## src/rtl/timer_alarm_if.sv

```systemverilog
// Bus slave interface for the compare/alarm stage: register strobes, data and interrupt.
// Latency: none in the interface itself; rdata and irq are registered inside the slave.
// Backpressure: none, since every strobe is accepted on the cycle it is presented.
interface timer_alarm_if #(
   parameter int WIDTH = 16
);
   logic             wr_en;
   logic             rd_en;
   logic [1:0]       addr;
   logic [WIDTH-1:0] wdata;
   logic [WIDTH-1:0] rdata;
   logic             irq;

   // processor side
   modport master (output wr_en, rd_en, addr, wdata, input rdata, irq);
   // timer side
   modport slave  (input wr_en, rd_en, addr, wdata, output rdata, irq);
endinterface

```

## src/rtl/timer_alarm.sv

```systemverilog
// Compare/alarm stage: counts ticks since arming and raises irq when COMPARE is reached.
// Latency: fire lands on the tick edge, irq follows 1 clk later, rdata is valid 1 clk after rd_en.
// Backpressure: none; the bus strobes are single-cycle and always accepted.
module timer_alarm #(
   parameter int WIDTH = 16
) (
   input  logic             clk,
   input  logic             rst,
   input  logic [WIDTH-1:0] timer_count,
   timer_alarm_if.slave     bus
);

   localparam logic [1:0] ADDR_CTRL    = 2'd0;
   localparam logic [1:0] ADDR_COMPARE = 2'd1;
   localparam logic [1:0] ADDR_STATUS  = 2'd2;
   localparam logic [1:0] ADDR_CAPTURE = 2'd3;

   typedef enum logic [1:0] {
      IDLE  = 2'd0,
      ARMED = 2'd1,
      DONE  = 2'd2
   } state_t;

   state_t           state_q, state_d;
   logic [2:0]       ctrl_q, ctrl_d;          // [0] enable, [1] periodic, [2] irq_en
   logic [WIDTH-1:0] compare_q, compare_d;
   logic             pending_q, pending_d;
   logic             overrun_q, overrun_d;
   logic [WIDTH-1:0] capture_q, capture_d;
   logic [WIDTH:0]   elapsed_q, elapsed_d;    // one spare bit so sum never wraps before the compare
   logic [WIDTH-1:0] count_prev_q, count_prev_d;
   logic [WIDTH-1:0] rdata_q, rdata_d;
   logic             irq_q, irq_d;

   logic [WIDTH-1:0] delta;
   logic [WIDTH:0]   sum;
   logic             fire;
   logic             wr_ctrl, wr_compare, wr_status;

   // Next-state logic: tick accumulation, fire detection, register writes and read mux.
   // Later assignments override earlier ones, which encodes the collision priorities:
   // fire beats a STATUS clear, a CTRL write beats the fire for enable/mode/state.
   always_comb begin
      delta      = timer_count - count_prev_q;   // modulo 2^WIDTH, so a wrap counts as one tick
      sum        = elapsed_q + {1'b0, delta};
      fire       = (state_q == ARMED) && (compare_q != '0) && (sum >= {1'b0, compare_q});
      wr_ctrl    = bus.wr_en && (bus.addr == ADDR_CTRL);
      wr_compare = bus.wr_en && (bus.addr == ADDR_COMPARE);
      wr_status  = bus.wr_en && (bus.addr == ADDR_STATUS);

      state_d      = state_q;
      ctrl_d       = ctrl_q;
      compare_d    = compare_q;
      pending_d    = pending_q;
      overrun_d    = overrun_q;
      capture_d    = capture_q;
      elapsed_d    = '0;
      count_prev_d = timer_count;
      rdata_d      = rdata_q;
      irq_d        = pending_q & ctrl_q[2];

      if (state_q == ARMED) begin
         elapsed_d = sum;
      end

      if (wr_status) begin
         pending_d = pending_q & ~bus.wdata[0];
         overrun_d = overrun_q & ~bus.wdata[1];
      end

      if (fire) begin
         capture_d = timer_count;
         pending_d = 1'b1;
         if (pending_q) begin
            overrun_d = 1'b1;
         end
         if (ctrl_q[1]) begin
            elapsed_d = sum - {1'b0, compare_q};   // keep the remainder so periods do not drift
         end else begin
            ctrl_d[0] = 1'b0;
            elapsed_d = '0;
            state_d   = DONE;
         end
      end

      if (wr_compare) begin
         compare_d = bus.wdata;
      end

      if (wr_ctrl) begin
         ctrl_d    = bus.wdata[2:0];
         elapsed_d = '0;
         state_d   = bus.wdata[0] ? ARMED : IDLE;
      end

      // Reads see the pre-edge register values, so a read on a fire edge returns the old data.
      if (bus.rd_en) begin
         case (bus.addr)
            ADDR_CTRL:    rdata_d = {{(WIDTH-3){1'b0}}, ctrl_q};
            ADDR_COMPARE: rdata_d = compare_q;
            ADDR_STATUS:  rdata_d = {{(WIDTH-2){1'b0}}, overrun_q, pending_q};
            default:      rdata_d = capture_q;
         endcase
      end
   end

   // State registers with asynchronous active-high reset.
   always_ff @(posedge clk or posedge rst) begin
      if (rst) begin
         state_q      <= IDLE;
         ctrl_q       <= '0;
         compare_q    <= '0;
         pending_q    <= 1'b0;
         overrun_q    <= 1'b0;
         capture_q    <= '0;
         elapsed_q    <= '0;
         count_prev_q <= '0;
         rdata_q      <= '0;
         irq_q        <= 1'b0;
      end else begin
         state_q      <= state_d;
         ctrl_q       <= ctrl_d;
         compare_q    <= compare_d;
         pending_q    <= pending_d;
         overrun_q    <= overrun_d;
         capture_q    <= capture_d;
         elapsed_q    <= elapsed_d;
         count_prev_q <= count_prev_d;
         rdata_q      <= rdata_d;
         irq_q        <= irq_d;
      end
   end

   assign bus.rdata = rdata_q;
   assign bus.irq   = irq_q;

endmodule

```

## src/flat_wrapper.sv

```systemverilog
// flat-port wrapper written by rule: the top's interface ports become plain ports
module timer_alarm_flat 
#(
   parameter int WIDTH = 16
)
  (clk, rst, timer_count, bus_wr_en, bus_rd_en, bus_addr, bus_wdata, bus_rdata, bus_irq);
  timer_alarm_if #(.WIDTH(WIDTH)) bus_i ();
  input  logic clk;
  input  logic rst;
  input  logic [WIDTH-1:0] timer_count;
  input wire logic [$bits(bus_i.wr_en)-1:0] bus_wr_en;
  input wire logic [$bits(bus_i.rd_en)-1:0] bus_rd_en;
  input wire logic [$bits(bus_i.addr)-1:0] bus_addr;
  input wire logic [$bits(bus_i.wdata)-1:0] bus_wdata;
  output wire logic [$bits(bus_i.rdata)-1:0] bus_rdata;
  output wire logic [$bits(bus_i.irq)-1:0] bus_irq;
  assign bus_i.wr_en = bus_wr_en;
  assign bus_i.rd_en = bus_rd_en;
  assign bus_i.addr = bus_addr;
  assign bus_i.wdata = bus_wdata;
  assign bus_rdata = bus_i.rdata;
  assign bus_irq = bus_i.irq;
  timer_alarm #(.WIDTH(WIDTH)) u_core (.clk(clk), .rst(rst), .timer_count(timer_count), .bus(bus_i));
endmodule
```

## config.mk

```make
export PLATFORM = sky130hd
export DESIGN_NAME = timer_alarm_flat
export DESIGN_NICKNAME = d
export VERILOG_FILES = /design/src/rtl/timer_alarm_if.sv /design/src/rtl/timer_alarm.sv /design/src/flat_wrapper.sv
export SDC_FILE = /design/constraint.sdc
export NUM_CORES = 1
export LEC_CHECK = 0
export CAP_MARGIN = 15
export CORE_MARGIN = 2
export CORE_UTILIZATION = 55
export CTS_CLUSTER_SIZE = 40
export DETAILED_ROUTE_END_ITERATION = 10
export DONT_BUFFER_PORTS = 1
export PLACE_DENSITY = 0.72
export SETUP_SLACK_MARGIN = 0.05
export SYNTH_ARGS = -nofsm -noshare
export SYNTH_HDL_FRONTEND = slang
export SYNTH_SLANG_ARGS = --single-unit
```

## constraint.sdc

```tcl
create_clock -name clk -period 9.6 [get_ports clk]
set_input_delay 1.92 -clock clk [delete_from_list [all_inputs] [get_ports clk]]
set_output_delay 1.92 -clock clk [all_outputs]
set_load 0.05 [all_outputs]
```

[Word-level counts from Yosys, hierarchy flattened]
Index checks and enable logic that the tools add are counted.
Word-level totals
  register bits after elaboration: 89
  input bits: 38
  output and inout bits: 17
  word-level logic and storage cells: 51
Cells by class
  add/sub/neg operators: 3
  magnitude comparators: 1
  eq/ne operators: 4
  muxes and demuxes: 17
  bitwise logic cells: 5
  reductions and logical operators: 10
Operator list (number)
  17-bit 2-to-1 mux: 4
  16-bit one-hot mux with 3 select lines: 1
  17-bit by 16-bit adder with 17-bit output: 1
  17-bit by 16-bit greater-or-equal comparator with 1-bit output: 1
  17-bit by 16-bit subtractor with 17-bit output: 1
  16-bit nonzero test: 1
  16-bit subtractor: 1
  1-bit 2-to-1 mux: 9
  2-bit 2-to-1 mux: 3
  1-bit logical AND: 5
  2-bit by 1-bit == test with 1-bit output (second input constant): 2
  2-bit nonzero test: 2
  1-bit AND: 3
  2-bit == test (second input constant): 1
  2-bit zero test: 1
  2-bit != test (second input constant): 1
  1-bit inverter: 2
  2-bit AND reduction: 1

[Longest topological paths before layout]
  word-level depth: 6
  gate-level depth with buffers: 26
  mapped depth without buffers: 25

[Worst setup path before layout]
OpenSTA, ideal clock, no wires.
  path kind: in2reg
  start: input timer_count[1]
  end: register u_core.capture_q[10]
  library setup time: 0.125 ns
  arrival time: 6.357 ns
  required time: 9.475 ns
  path slack: 3.118 ns
  stages: 21
  buffers on the path: 1
  path through: ha_1 -> nor2b_1 -> o31a_1 -> o31ai_1 -> and3_1 -> nor3_1 -> a2111oi_1 -> xnor2_1 -> ha_1 -> a21o_1 -> a21oi_1 -> nand2_1 -> a21oi_1 -> ha_1 -> a21o_1 -> a21oi_1 -> o21ai_0 -> a41o_1 -> o211ai_4 -> buf_6 -> mux2_4
Between the ends
  longest elaborated chain between the ends: 4
Ends and longest elaborated chain
  start: declaration: line flat_wrapper.sv:10  | input logic [WIDTH-1:0] timer_count;
  16-bit subtractor: line timer_alarm.sv:44  | delta = timer_count - count_prev_q;
  17-bit by 16-bit adder with 17-bit output: line timer_alarm.sv:45  | sum = elapsed_q + {1'b0, delta};
  17-bit by 16-bit greater-or-equal comparator with 1-bit output: line timer_alarm.sv:46  | fire = (state_q == ARMED) && (compare_q != '0) && (sum >= {1'b0, compare_q});
  1-bit logical AND: line timer_alarm.sv:46
  end signal: assignment: line timer_alarm.sv:126  | capture_q <= capture_d;
  end: declaration: line timer_alarm.sv:29  | logic [WIDTH-1:0] capture_q, capture_d;
No other way between the ends.
A chain may end at the register's enable or synchronous reset.

[Worst setup path in the final report]
  start: input timer_count[0]
  end: register u_core.capture_q[15]
The elaborated chain is that of the path after synthesis.

==> metrics.cfg <==
[pwr]
clock_power_share_pct = 12.3
p_int_mw = 1.07
p_comb_share_pct = 56.1
swShare_pct = 44.1
seqPwrFrac_pct = 31.5
p_leak_nw = 3.07
vdd_drop_max_mv = 0.138
p_sw_mw = 0.844
p_per_area_nw_per_um2 = 310
total_power_mw = 1.92

[clocking]
clockBufferDepth = 2
cts_tree = yes
clk_pin_slew_ns = 0.09
htreeDepth = 3
cts_num_sinks = 88
cts-hold-fix-buffers = 0
root_buffer = clkbuf_8
clock_latency_ns = 0.37
cts_resized = 0
cts_setup_buffers = 0
numCtsBuffers = 9

[grt]
grt_pass1_vias = 4209
grt_pass1_wl_um = 20900
antenna_found_initial = 0
grt_max_degree = 56
grt-ovfl-total = 0
grt.total_usage_pct = 23.3

[timing]
rsz0062_at_grt = no
fmax_mhz = 142
worst_slew_pin_slew_ns = 1.02
finalCriticalPeriod_ns = 7.05
setup_viol = 0
relSlewSlack_pct = 31.8
finalSetupTns_ns = 0
fin_skew_ns = 0.0113
fin_crit_sh_pct = 73.4
slew_viol_final = 0
final_hold_viol_count = 0

[yosys]
synth_nets = 683
synth_cells = 592
ys_top_cells_by_area = dfrtp_1, ha_1, mux2i_1
async_reset_ff_share_pct = 100
yosysTopAreaCell = dfrtp_1
avgSynthCellArea_um2 = 9.93
synth_warnings = 0
synth_edf_count = 0
ys.flop_type = dfrtp_1
ys_seq_elements = 88
synth-seq-area-share_pct = 37.5
syn_area_um2 = 5880
yosysTopAreaCellShare_pct = 37.5
synthDistinctLibCells = 58

[placed_design]
portBuffers = 0
hpwl_um = 10000
dpl_cell_area_um2 = 5990
dp_cells = 716
gp_congestion = 0.906

[finish]
layout_commonest_cell = dfrtp_1
num-nets-final = 682
fin_area_um2 = 6180
diodes = 0
seq_area_um2 = 2200
most-common-layout-cells = dfrtp_1, inv_1, nand2_1, ha_1, nor2_1
nFillCells = 873
area_delta_synth_final_pct = 5.11
drive_above_1_share_pct = 11.4
instances_no_fill = 732
multiInputGateArea_um2 = 3380

[run_status]
status = finished, final reports clean

[die]
io-pin-count = 55
die_w_um = 107
design.die.area_um2 = 11500
die_h_um = 107
core_um2 = 10400
rows = 37
start_util_pct = 56.7

[worst_setup_path]
cp-start-kind = primary input
critPathSlowestCell = buf_4
crit_path_max_fanout = 35
ff2ff_setup_slack_ns = 3.77
cp.required_ns = 9.86
criticalPathCategory = primary input to register
cpPeakStageDelay_ns = 0.51
endpoint_kind = register
critPathArrivalTime_ns = 7.30
cpLargestDelayFamily = compound AO/OA/AOI/OAI gates
cp_num_buf_inv = 2

[detailed_routing]
viasPerCell = 5.84
wl_per_cell_um = 18.0
drtPass1Iterations = 4
antenna_left = 0
drc = 0
via_count = 4276
first_iter_violations = 209
routed_wl_um = 13100

[job]
maxCapViolCount = 0

[hold_path]
hp-class = register to register

[cell usage after synthesis (4+ instances only)]
library cell and count:
dfrtp_1 88, nand3b_1 4, xor2_1 8, inv_1 59, nand3_1 11, mux2_4 14
a21o_1 16, or3_1 7, o21ai_0 17, xnor2_1 21, a21oi_1 32, mux2i_1 32
clkbuf_1 11, nor3_1 7, nor2_1 35, o211ai_1 4, and3_1 8, nand2_1 50
mux2_2 23, nand4_1 4, o21a_1 14, ha_1 50, nor4_1 4, nor2b_1 6
o22ai_1 15
[worst paths after layout]
| check | cells past startpoint | to | from |
|---|---|---|---|
| max | 26 | u_core.capture_q[15] | timer_count[0] |
| min | 2 | u_core.state_q[1] | u_core.state_q[1] |
| max reg2reg | 25 | u_core.capture_q[15] | u_core.count_prev_q[0] |
| min reg2reg | 2 | u_core.state_q[1] | u_core.state_q[1] |
| max in group asynchronous | 2 | u_core.capture_q[9] | rst |
| min in group asynchronous | 1 | u_core.bus.rdata[5] | rst |
[cells by family after synthesis]
family / share of synthesized area, %
and+or+nand+nor: 12.6
AOI/OAI and AO/OA: 14.7
DFF: 37.5
buffers and inverters: 5.05
muxes: 14.2
adders and majority gates: 11.7
xor gates and xnor gates: 4.32
[state kept, by name (all words and copies together) (netlist names)]
register and count:
u_core.bus.irq 1, u_core.bus.rdata 16, u_core.capture_q 16, u_core.compare_q 16, u_core.count_prev_q 16, u_core.ctrl_q 2
u_core.elapsed_q 17, u_core.overrun_q 1, u_core.pending_q 1, u_core.state_q 2
[worst reg2reg max path: stages, from the launching register on]
cell	delay, ns
dfrtp_1	0.37
ha_1	0.21
fa_1	0.41
nor2b_1	0.14
o21a_1	0.15
o21a_1	0.15
o21ai_0	0.08
nor2b_1	0.15
xnor2_1	0.13
ha_1	0.32
o21a_1	0.15
o21a_1	0.17
nand2_1	0.06
o21ai_0	0.42
a21oi_1	0.21
o21ai_0	0.41
xnor2_1	0.19
ha_1	0.32
nand2_1	0.09
nor2_1	0.05
nand4_1	0.09
o21ai_0	0.08
a41o_1	0.26
o211ai_4	0.18
buf_4	0.51
mux2_2	0.44
[power by group through the flow]
| stage | combinational (mW) | clock [mW] | sequential [mW] |
|---|---|---|---|
| 2_1_floorplan | 0.894 | 0 | 0.577 |
| 3_3_place_gp | 1.02 | 0 | 0.607 |
| 3_5_place_dp | 1.05 | 0 | 0.610 |
| 4_1_cts | 1.06 | 0.240 | 0.603 |
| 5_1_grt | 1.18 | 0.255 | 0.613 |
| 6_report | 1.08 | 0.236 | 0.604 |
[per-layer routing]
metal  vias up  part of all wire (%)  track usage, %
met5         -                     0               0
met4         0                   2.1            7.51
met3        18                   6.0            4.54
met2       105                    45            36.8
met1      2060                    47            32.1
li1       2093                     -               -
[through the flow]
stage	worst slack (ns)	hold WS (ns)	utilization, %
finish	2.55	0.508	59.6
global placement	2.43	0.461	57.8
CTS	2.60	0.507	59.6
global route	2.10	0.523	59.6
detailed placement	2.23	0.485	57.8
floorplan	3.12	0.443	-
[cell type report]
type / instances / share of cell area (%)
Multi-Input combinational cell: 430 / 54.7
Sequential cell: 88 / 35.7
Inverter: 59 / 3.61
Tap cell: 136 / 2.76
Clock buffer: 11 / 2.29
Clock inverter: 5 / 0.648
Timing Repair Buffer: 3 / 0.365
Note: power is estimated with default switching activity, not from simulation.
